`config.mk`:
```
export PLATFORM = sky130hd
export DESIGN_NAME = ab_debouncer
export DESIGN_NICKNAME = d
export VERILOG_FILES = /design/src/rtl/ab_debouncer_pkg.sv /design/src/rtl/debounce_ch.sv /design/src/rtl/ab_debouncer.sv
export SDC_FILE = /design/constraint.sdc
export NUM_CORES = 1
export LEC_CHECK = 0
export ABC_AREA = 1
export ABC_CLOCK_PERIOD_IN_PS = 1300
export CAP_MARGIN = 20
export CORE_ASPECT_RATIO = 0.75
export CORE_MARGIN = 10
export CORE_UTILIZATION = 30
export DETAILED_ROUTE_END_ITERATION = 8
export DONT_BUFFER_PORTS = 1
export GPL_TIMING_DRIVEN = 1
export PLACE_DENSITY = 0.48
export SLEW_MARGIN = 20
export SYNTH_ARGS = -nofsm -noshare
export SYNTH_HDL_FRONTEND = slang
export SYNTH_SLANG_ARGS = --single-unit
```
`constraint.sdc`:
```
create_clock -name clk -period 1.3 [get_ports clk]
set_clock_uncertainty 0.1 [all_clocks]
set_input_delay 0.065 -clock clk [delete_from_list [all_inputs] [get_ports clk]]
set_output_delay 0.065 -clock clk [all_outputs]
set_load 0.01 [all_outputs]
```
`src/rtl/ab_debouncer_pkg.sv`:
```
// Shared types and default sizing for the A/B debouncer.
package ab_debouncer_pkg;

   typedef enum logic [1:0] {
      STABLE_LOW  = 2'b00,
      WAIT_HIGH   = 2'b01,
      STABLE_HIGH = 2'b10,
      WAIT_LOW    = 2'b11
   } db_state_e;

   localparam int DEF_SYNC_STAGES     = 2;
   localparam int DEF_DEBOUNCE_CYCLES = 16;

   // Clean level implied by a state: high while settled high or while
   // still deciding whether a high level is really going away.
   function automatic logic state_is_high(input db_state_e st);
      return (st == STABLE_HIGH) || (st == WAIT_LOW);
   endfunction

endpackage

```
`src/rtl/debounce_ch.sv`:
```
// One debounce channel: raw pad synchronizer, accept/reject FSM with a
// consecutive-sample counter, and registered clean level plus edge pulses.
//
// state       | meaning
// ------------+-------------------------------------------------------
// STABLE_LOW  | clean = 0, synchronized sample agrees
// WAIT_HIGH   | clean = 0, sample went high, counting high samples
// STABLE_HIGH | clean = 1, synchronized sample agrees
// WAIT_LOW    | clean = 1, sample went low, counting low samples
module debounce_ch
   import ab_debouncer_pkg::*;
#(
   parameter int SYNC_STAGES     = DEF_SYNC_STAGES,
   parameter int DEBOUNCE_CYCLES = DEF_DEBOUNCE_CYCLES
) (
   input  logic clk,
   input  logic rst_n,
   input  logic raw,
   output logic clean,
   output logic rise,
   output logic fall
);

   localparam int CW = $clog2(DEBOUNCE_CYCLES);
   localparam logic [CW-1:0] CNT_LAST = CW'(DEBOUNCE_CYCLES - 1);
   localparam logic [CW-1:0] CNT_ONE  = CW'(1);

   if (SYNC_STAGES < 2 || DEBOUNCE_CYCLES < 2) begin : g_param_check
      $error("debounce_ch: SYNC_STAGES and DEBOUNCE_CYCLES must both be >= 2");
   end

   logic [SYNC_STAGES-1:0] sync_q;
   logic                   s;
   db_state_e              state_q, state_d;
   logic [CW-1:0]          cnt_q, cnt_d;
   logic                   clean_q, clean_d;
   logic                   rise_q, rise_d;
   logic                   fall_q, fall_d;

   assign s = sync_q[SYNC_STAGES-1];

   // Shift the asynchronous pad level through the synchronizer chain.
   always_ff @(posedge clk or negedge rst_n) begin
      if (!rst_n) sync_q <= '0;
      else        sync_q <= {sync_q[SYNC_STAGES-2:0], raw};
   end

   // Next state, counter and output decode; a level change is accepted only
   // after DEBOUNCE_CYCLES consecutive disagreeing samples.
   always_comb begin
      state_d = state_q;
      cnt_d   = cnt_q;
      case (state_q)
         STABLE_LOW: begin
            if (s) begin
               state_d = WAIT_HIGH;
               cnt_d   = CNT_ONE;
            end
         end
         WAIT_HIGH: begin
            if (!s) begin
               state_d = STABLE_LOW;
               cnt_d   = '0;
            end else if (cnt_q == CNT_LAST) begin
               state_d = STABLE_HIGH;
               cnt_d   = '0;
            end else begin
               cnt_d   = cnt_q + CNT_ONE;
            end
         end
         STABLE_HIGH: begin
            if (!s) begin
               state_d = WAIT_LOW;
               cnt_d   = CNT_ONE;
            end
         end
         WAIT_LOW: begin
            if (s) begin
               state_d = STABLE_HIGH;
               cnt_d   = '0;
            end else if (cnt_q == CNT_LAST) begin
               state_d = STABLE_LOW;
               cnt_d   = '0;
            end else begin
               cnt_d   = cnt_q + CNT_ONE;
            end
         end
         default: begin
            state_d = STABLE_LOW;
            cnt_d   = '0;
         end
      endcase
      clean_d = state_is_high(state_d);
      rise_d  = clean_d & ~clean_q;
      fall_d  = ~clean_d & clean_q;
   end

   // FSM, counter and registered outputs; reset drops any pending change.
   always_ff @(posedge clk or negedge rst_n) begin
      if (!rst_n) begin
         state_q <= STABLE_LOW;
         cnt_q   <= '0;
         clean_q <= 1'b0;
         rise_q  <= 1'b0;
         fall_q  <= 1'b0;
      end else begin
         state_q <= state_d;
         cnt_q   <= cnt_d;
         clean_q <= clean_d;
         rise_q  <= rise_d;
         fall_q  <= fall_d;
      end
   end

   assign clean = clean_q;
   assign rise  = rise_q;
   assign fall  = fall_q;

endmodule

```
`src/rtl/ab_debouncer.sv`:
```
// Two independent debounce channels for the A and B operands feeding the
// downstream AND stage.
module ab_debouncer
   import ab_debouncer_pkg::*;
#(
   parameter int SYNC_STAGES     = DEF_SYNC_STAGES,
   parameter int DEBOUNCE_CYCLES = DEF_DEBOUNCE_CYCLES
) (
   input  logic clk,
   input  logic rst_n,
   input  logic a_raw,
   input  logic b_raw,
   output logic a_clean,
   output logic b_clean,
   output logic a_rise,
   output logic b_rise,
   output logic a_fall,
   output logic b_fall
);

   debounce_ch #(
      .SYNC_STAGES     (SYNC_STAGES),
      .DEBOUNCE_CYCLES (DEBOUNCE_CYCLES)
   ) u_ch_a (
      .clk   (clk),
      .rst_n (rst_n),
      .raw   (a_raw),
      .clean (a_clean),
      .rise  (a_rise),
      .fall  (a_fall)
   );

   debounce_ch #(
      .SYNC_STAGES     (SYNC_STAGES),
      .DEBOUNCE_CYCLES (DEBOUNCE_CYCLES)
   ) u_ch_b (
      .clk   (clk),
      .rst_n (rst_n),
      .raw   (b_raw),
      .clean (b_clean),
      .rise  (b_rise),
      .fall  (b_fall)
   );

endmodule

```
Word-level counts from Yosys, hierarchy flattened
Index checks and enable logic that the tools add are counted.
{ "word_totals": {"register_bits": 22, "input_bits": 4} }
{ "classes": {"n_addsub": 2, "eq_ne": 16, "mux": 26, "bitwise_logic": 8, "reduce_logical": 6} }
{ "op_table": {"columns": ["operator", "count"], "rows": [
  ["4-bit 2-to-1 mux", 10],
  ["4-bit case mux with 4 select lines", 2],
  ["2-bit 2-to-1 mux", 12],
  ["2-bit == test (second input constant)", 8],
  ["2-bit case mux with 4 select lines", 2],
  ["4-bit by 1-bit adder with 4-bit output (second input constant)", 2],
  ["4-bit == test (second input constant)", 2],
  ["1-bit bitwise AND", 4],
  ["2-bit by 1-bit == test with 1-bit output (second input constant)", 2],
  ["2-bit logical NOT", 2],
  ["2-bit by 1-bit != test with 1-bit output (second input constant)", 2],
  ["2-bit != test (second input constant)", 2],
  ["1-bit inverter", 4],
  ["2-bit AND reduction", 2],
  ["1-bit logical OR", 2]
]} }

Logic depth before layout (Yosys ltp)
Gate-level depths: netlist (run 1).
{ "logic_depth": {"depth_word": 8, "ltp_mapped": 7, "ltp_nobuf": 7} }

Hierarchy
A second synthesis (run 1) with hierarchy kept.
{ "hier_totals": {"hier_cells": 100, "area_unflattened_um2": 888.4} }
{ "modules_own_cells": {"columns": ["mod", "instances", "cells_each", "area_per_inst_um2", "seq_area_each_um2"], "rows": [
  ["debounce_ch", 2, 50, 444.2, 250.2]
]} }

Least setup slack after synthesis (run 1)
OpenSTA, ideal clock, no wires.
{ "synth_path": {"kind": "reg-to-reg", "from": "register u_ch_b.cnt_q[0]", "to": "register u_ch_b.fall_q, in the netlist u_ch_b.fall", "t_arrival_ns": 0.993, "required_ns": 1.086, "slack_ns": 0.093, "path_stages_with_launch": 7, "n_path_buf": 0, "synth_period_minus_slack_ns": 1.207, "cell_sequence": "dfrtp_1 -> ha_1 -> nand3_1 -> nor2_2 -> nand2_1 -> nand2_2 -> nor2_2"} }
{ "synth_between": {"elab_chain_cells": 8, "elab_cells_between_ends": 11, "cone_classes": "eq/ne (3); mux (5); bitwise (2); reduce/logical (1)"} }
{ "synth_lines": {"columns": ["element", "line_no", "text"], "rows": [
  ["from (decl)", "debounce_ch.sv:35", "logic [CW-1:0] cnt_q, cnt_d;"],
  ["from (signal assigned)", "debounce_ch.sv:108", "cnt_q <= cnt_d;"],
  ["4-bit == test *", "debounce_ch.sv:64, debounce_ch.sv:81", null],
  ["2-bit 2-to-1 mux (on tied branches)", "debounce_ch.sv:81, debounce_ch.sv:64", null],
  ["2-bit 2-to-1 mux (on tied branches)", "debounce_ch.sv:78, debounce_ch.sv:61", null],
  ["2-bit case mux with 4 select lines *", "debounce_ch.sv:53", "case (state_q)"],
  ["net u_ch_b.state_d[1]", "debounce_ch.sv:34", "db_state_e state_q, state_d;"],
  ["2-bit == test", "ab_debouncer_pkg.sv:17", "return (st == STABLE_HIGH) || (st == WAIT_LOW);"],
  ["1-bit logical OR *", "ab_debouncer_pkg.sv:17", null],
  ["1-bit inverter *", "debounce_ch.sv:95", "fall_d = ~clean_d & clean_q;"],
  ["1-bit bitwise AND *", "debounce_ch.sv:95", null],
  ["net u_ch_b.fall_d", "debounce_ch.sv:38", "logic fall_q, fall_d;"],
  ["to (signal assigned)", "debounce_ch.sv:111", "fall_q <= fall_d;"],
  ["to (decl)", "debounce_ch.sv:38", null]
]} }
Mark *: on every way through the listed nets, which the timed path passes. The rest lies on a longest branch.
A chain may end at the register's enable or synchronous reset.

Worst setup path in the final report (run 1)
{ "layout_path": {"from": "register u_ch_a.cnt_q[0]", "to": "register u_ch_a.fall_q, in the netlist u_ch_a.fall"} }
{ "layout_between": {"elab_chain_cells": 8, "elab_cells_between_ends": 11, "cone_classes": "eq/ne (3); mux (5); bitwise (2); reduce/logical (1)"} }
{ "layout_lines": {"columns": ["element", "line_no"], "rows": [
  ["from (decl)", "debounce_ch.sv:35"],
  ["from (signal assigned)", "debounce_ch.sv:108"],
  ["4-bit == test *", "debounce_ch.sv:64, debounce_ch.sv:81"],
  ["2-bit 2-to-1 mux (on tied branches)", "debounce_ch.sv:81, debounce_ch.sv:64"],
  ["2-bit 2-to-1 mux (on tied branches)", "debounce_ch.sv:78, debounce_ch.sv:61"],
  ["2-bit case mux with 4 select lines *", "debounce_ch.sv:53"],
  ["net u_ch_a.state_d[1]", "debounce_ch.sv:34"],
  ["2-bit == test", "ab_debouncer_pkg.sv:17"],
  ["1-bit logical OR *", "ab_debouncer_pkg.sv:17"],
  ["1-bit inverter *", "debounce_ch.sv:95"],
  ["1-bit bitwise AND *", "debounce_ch.sv:95"],
  ["net u_ch_a.fall_d", "debounce_ch.sv:38"],
  ["to (signal assigned)", "debounce_ch.sv:111"],
  ["to (decl)", "debounce_ch.sv:38"]
]} }
Marks and branches as above.

==> results of run 1 <==
-- state kept, by name, indices dropped and copies added (netlist names) --
register / count
u_ch_a.sync_q: 2
u_ch_a.cnt_q: 4
u_ch_a.clean: 1
u_ch_a.rise: 1
u_ch_b.sync_q: 2
u_ch_a.state_q: 2
u_ch_a.fall: 1
u_ch_b.fall: 1
u_ch_b.rise: 1
u_ch_b.cnt_q: 4
u_ch_b.state_q: 2
u_ch_b.clean: 1
-- final timing paths --
kind | from | end
worst max register to register | u_ch_a.cnt_q[0] | u_ch_a.fall
worst min register to register | u_ch_b.sync_q[0] | u_ch_b.sync_q[1]
worst max-delay path | u_ch_a.cnt_q[0] | u_ch_a.fall
worst min-delay path | rst_n | u_ch_a.fall
min in group clk | u_ch_b.sync_q[0] | u_ch_b.sync_q[1]
max in group asynchronous | rst_n | u_ch_b.rise
-- synthesized netlist by cell type, drive strengths merged --
master,instances,area [um2]
nand3,12,60.1
inv,12,45.0
nand2,36,150
dfrtp,22,551
nand4,2,12.5
o21ai,4,20.0
nor2,13,63.8
nand3b,1,7.51
xnor2,2,17.5
ha,2,25.0
a21oi,2,10.0
-- cell type report --
type | instances | area (um2)
fillers | 291 | 1810
flip-flops and latches | 22 | 551
multi-input cells | 74 | 407
repair buffers | 9 | 72.6
well taps | 38 | 47.5
inverters | 12 | 45.0
clock buffers | 3 | 41.3
clock inverters | 1 | 30.0
-- worst max-delay path: stages (launching register included) --
cell,delay [ns]
dfrtp_1,0.40
ha_4,0.17
nand3_1,0.08
nor2_2,0.18
nand2_2,0.08
nand2_2,0.08
nor2_2,0.03
-- through the flow --
stage,hold slack [ns],utilization,cells,power (mW),worst slack (ns)
final,0.198,0.398,159,1.50,0.0828
after global routing,0.248,0.398,159,1.59,-0.0168
after CTS,0.245,0.383,158,1.51,0.0501
after detailed placement,-0.329,0.349,151,0.856,0.0636
after global placement,-0.329,0.349,151,0.856,0.0792
after floorplan,-0.331,-,108,0.813,0.0930
-- layer usage --
layer	track usage	wire, um	up-vias
met1	0.0812	836	334
li1	-	-	363
met3	0.0398	129	2
met5	0	0	-
met4	0.0163	18	0
met2	0.0825	731	11
-- power breakdown --
group	switching (mW)	internal, mW	leakage (nW)
Clock	0.208	0.411	0.0357
Sequential	0.0317	0.714	0.287
Combinational	0.0704	0.0692	0.257
Total	0.310	1.19	0.580
-- cells by family after synthesis --
group,after synthesis,synth area share
AND/OR/NAND/NOR,64,0.306
flip-flops,22,0.572
buffers and inverters,12,0.0468
AO/OA/AOI/OAI,6,0.0312
XOR/XNOR,2,0.0182
adder cells (fa/ha/maj),2,0.0260
-- timing repair --
action	in CTS	in global routing
hold buffers	3	1
setup endpoints to repair	0	5
hold endpoints to repair	24	22
gates resized for setup	0	8
==> impl_results.md, run 1 <==
* Status: finished, final reports clean
* Initial DRC Count at 71
* Number of port buffers at 0
* Net Count, Synth at 114
* Num ports at 10
* Commonest non-fill, non-tap cell in the layout: nand2_1
* Routed vias/inst at about 4.5
* Tmin final at around 1.2 ns
* Post-synthesis sequential area ratio at 0.572
* Mapped cell area at approximately 960 um2
* R2R depth at 6
* YS warnings at 0
* CTS clock-pin slew for the worst setup and hold paths at approximately 0.08 ns
* FP Rows at 17
* Synthesized area per cell at around 8.9 um2
* Residual DRC at 0
* Leakage at 0.580 nW
* Max transition margin at 0.680
* Chip height at 69.0 um
* Startpoint types: flop
* Die Span X at 85.4 um
* Clock Sinks at 22
* Final slew viol count at 0
* Register-to-register setup slack at 0.08 ns
* Fin. Hold Viols at 0
* First-pass GRT wire length at ~3000 um
* Cells after synthesis at between 100 and 150
* HP Class: in2async
* CP endpoint kind: flop
* DR pass1 iterations at 3
* Power Dens Cells at 1260 nW/um2
* DR WL/cell at approximately 11 um
* Final worst-path cycle share at 0.936
* Worst Max-Slew Pin Slew at approximately 0.48 ns
* Achievable frequency at 822 MHz
* Worst Path Required at 1.36 ns
* Global Route Usage Sum at 0.0626
* Starting Density at 0.321
* Final setup vio count at 0
* Library cells used by synthesis at 13
* Final net count at 128
* Remaining antenna violation count at 0
* Final setup TNS at 0 ns
* Max-Cap Viols at 0
* Antenna cells at 0
* Max VDD drop at around 760 uV
* Layout cell share with drive strength beyond 1 at 0.223
* CTS Buffer Depth at 2
* Final wirelength at around 1700 um
* TritonCTS buffer count at 3
* Skew-Pair Late Insertion Delay at 0.25 ns
* Total grt overflow at 0
* Placed cell areas at between 1000 and 1500 um2
* Synth-to-Final Area Change at 24.1%
* Vias at slightly above 700
* Post-DP HPWL at around 1300 um
* Most frequent cells in the layout: 28 x nand2_1, 22 x dfrtp_1, 12 x inv_1
* Worst EP arrival at 1.27 ns
* Synthesized flop and latch total at 22
* Largest net degree at the start of global routing at 23
* Gp weighted congestion at 0.760
* Clock root buffer: clkbuf_8
* DIE AREA at 5900 um2
* Number of buffers added for setup after CTS at 0
* CTS tree: built
* Vias in the first global route at 673
* CTS H-tree lvls at 1
* CORE AREA at about 3000 um2
* Fin area at 1190 um2
* Setup CP Type: reg2reg
* Initial antenna violation count at 0
* Worst-path fanout max at 3
Power figures use the tool's default switching activity.
==> run 2: changes to the inputs <==
--- a/config.mk
+++ b/config.mk
@@ -8,9 +8,10 @@
 export ABC_AREA = 1
 export ABC_CLOCK_PERIOD_IN_PS = 1300
 export CAP_MARGIN = 20
-export CORE_ASPECT_RATIO = 0.75
+export CORE_ASPECT_RATIO = 0.9
 export CORE_MARGIN = 10
 export CORE_UTILIZATION = 30
+export CTS_CLUSTER_DIAMETER = 50
 export DETAILED_ROUTE_END_ITERATION = 8
 export DONT_BUFFER_PORTS = 1
 export GPL_TIMING_DRIVEN = 1
==> impl_results.md, run 2 (same netlist as run 1, synthesis figures left out) <==
* Clock power frac at 0.365 (-0.046)
* Fin area at 1210 um2 (+1.6%)
* Max transition margin at 0.684 (+0.00430)
* Residual DRC at 0 (unchanged)
* P_int at 1.10 mW (-8.0%)
* Total grt overflow at 0 (unchanged)
* Antenna cells at 0 (unchanged)
* Starting Density at 0.314 (-0.00707)
* DR WL/cell at 10.3 um (-4.8%)
* Placed cell areas at 1040 um2 (-0.24%)
* Met2 usage at 0.0943 (+0.0117)
* CTS Buffer Depth at 2 (unchanged)
* Slowest cell on the critical path: dfrtp_1
* R2R depth at 6 (unchanged)
* Chip height at 73.7 um (+6.8%)
* Global Route Usage Sum at 0.0626 (about the same)
* Skew-Pair Late Insertion Delay at 0.30 ns (+0.05 ns)
* Sw power at 0.303 mW (-2.3%)
* CORE AREA at 3070 um2 (+2.3%)
* Startpoint types: flop
* DIE AREA at 5880 um2 (-0.35%)
* FILL cells at 293 (+0.69%)
* Final setup vio count at 0 (unchanged)
* Die Span X at 79.7 um (-6.7%)
* FP Rows at 19 (+2)
* Tmin final at 1.25 ns (+0.0322 ns)
* Hold_ws at 0.147 ns (-0.0511 ns)
* Met3 GRT Util at 0.0341 (-0.00567)
* Synth-to-Final Area Change at 26.0%
* TritonCTS buffer count at 3 (unchanged)
* Gate power share at 0.104 (+0.011)
* Worst Path Required at 1.40 ns (+0.04 ns)
* Vias in the first global route at 654 (-2.8%)
* Final setup TNS at 0 ns (unchanged)
* Switching part of the total at 0.216 (+0.00995)
* CP most frequent cell: nor2_2
* Final net count at 130 (+1.6%)
* Worst path cell trace: ha_4 > nand3_1 > nor2_2 > nand2_1 > nand2_2 > nor2_2
* Max VDD drop at 820 uV (+7.6%)
* Place WS at 0.0255 ns (-0.0381 ns)
* Finished Layout Cells at 165 (+3.8%)
* CTS clock-pin slew for the worst setup and hold paths at 0.12 ns (+0.04 ns)
* Leakage at 0.596 nW (+2.8%)
* Most frequent cells in the layout: 24 x nand2_1, 22 x dfrtp_1, 12 x inv_1
* Reg power frac at 0.531 (+0.035)
* Critical Path Max Stage Delay at 0.43 ns (+0.03 ns)
* Max-Cap Viols at 0 (unchanged)
* Most used routing layer: met2
* First-pass GRT wire length at 2900 um (-4.5%)
* Placed insts at 154 (+2.0%)
* Fin. Hold Viols at 0 (unchanged)
* Layout cell share with drive strength beyond 1 at 0.276 (+0.0533)
* Clock root buffer: clkbuf_4
* CTS tree: built
* FF-to-FF End: u_ch_a.rise
* Largest registers: u_ch_a.cnt_q x4, u_ch_b.cnt_q x4
* Number of port buffers at 0 (unchanged)
* Setup CP Type: reg2reg
* Reg2reg start: u_ch_a.cnt_q[1]
* CP endpoint kind: flop
* Initial DRC Count at 41 (-42%)
* Initial antenna violation count at 0 (unchanged)
* Achievable frequency at 800 MHz (-2.6%)
* Final wirelength at 1700 um (-1.2%)
* Clock Sinks at 22 (unchanged)
* Num ports at 10 (unchanged)
* Final slew viol count at 0 (unchanged)
* Worst-path fanout max at 3 (unchanged)
* Power Dens Cells at 1160 nW/um2 (-8.3%)
* Final worst-path cycle share at 0.961 (+0.0248)
* Gp weighted congestion at 0.779 (+2.5%)
* Register-to-register setup slack at 0.05 ns (-0.03 ns)
* Largest net degree at the start of global routing at 23 (unchanged)
* DR pass1 iterations at 4 (+1)
* PnR worst setup slack at 0.0506 ns (-0.0322 ns)
* Worst Max-Slew Pin Slew at 0.474 ns (-0.00644 ns)
* RSZ-0062 raised after global routing: yes
* Met1 usage at 0.0750 (-0.00619)
* Commonest non-fill, non-tap cell in the layout: nand2_1
* Worst EP arrival at 1.35 ns (+0.08 ns)
* Vias at 713 (+0.42%)
* Post-DP HPWL at 1250 um (-0.24%)
* Remaining antenna violation count at 0 (unchanged)
* HP Class: in2async
* Overall power at 1.40 mW (-6.8%)
* Final core occ at 0.395 (-0.00265)
* Status: finished, final reports clean
* CTS H-tree lvls at 1 (unchanged)
* Routed vias/inst at 4.32 (-3.2%)
-- run 2: how the worst max path moves through the flow --
stage,from,end,cells past startpoint
global route,u_ch_b.cnt_q[1],u_ch_b.rise,7
CTS,u_ch_b.cnt_q[0],u_ch_b.fall,6
global placement,u_ch_b.cnt_q[0],u_ch_b.fall,6
finish,u_ch_a.cnt_q[1],u_ch_a.rise,6
floorplan,u_ch_b.cnt_q[0],u_ch_b.fall,6
detailed placement,u_ch_a.cnt_q[1],u_ch_a.fall,6
-- run 2: critical path, delay by kind of cell, from the launching register on --
| kind | cells | cell delay [ns] |
|---|---|---|
| fa+ha+maj | 1 | 0.18 |
| simple gates | 5 | 0.44 |
| flops | 1 | 0.43 |
-- run 2: power groups by stage --
stage               Sequential (mW)  Combinational, mW  Clock [mW]
floorplan                     0.753             0.0601           0
global placement              0.752             0.0987           0
detailed placement            0.754             0.0992           0
CTS                           0.739              0.127       0.534
global route                  0.749              0.166       0.562
finish                        0.744              0.145       0.512
-- run 2: cell type report --
cell class	count	area [um2]	area share
clock buffers	3	22.5	0.0186
clock inverters	1	30.0	0.0248
inverters	12	45.0	0.0372
multi-input cells	74	424	0.350
flip-flops and latches	22	551	0.454
well taps	42	52.6	0.0433
repair buffers	11	87.6	0.0722
-- run 2: routing by layer --
layer | vias up | share of wire
met1 | 321 | 0.47
li1 | 369 | -
met5 | - | 0
met3 | 2 | 0.093
met2 | 21 | 0.43
met4 | 0 | 0.011
-- run 2: what timing repair did --
action                     4_1_cts  5_1_grt
resized for setup                0       15
hold buffers                     3        1
setup endpoints to repair        1        8
hold endpoints to repair        24       22
setup buffers                    1        2
pin swaps                        0        8
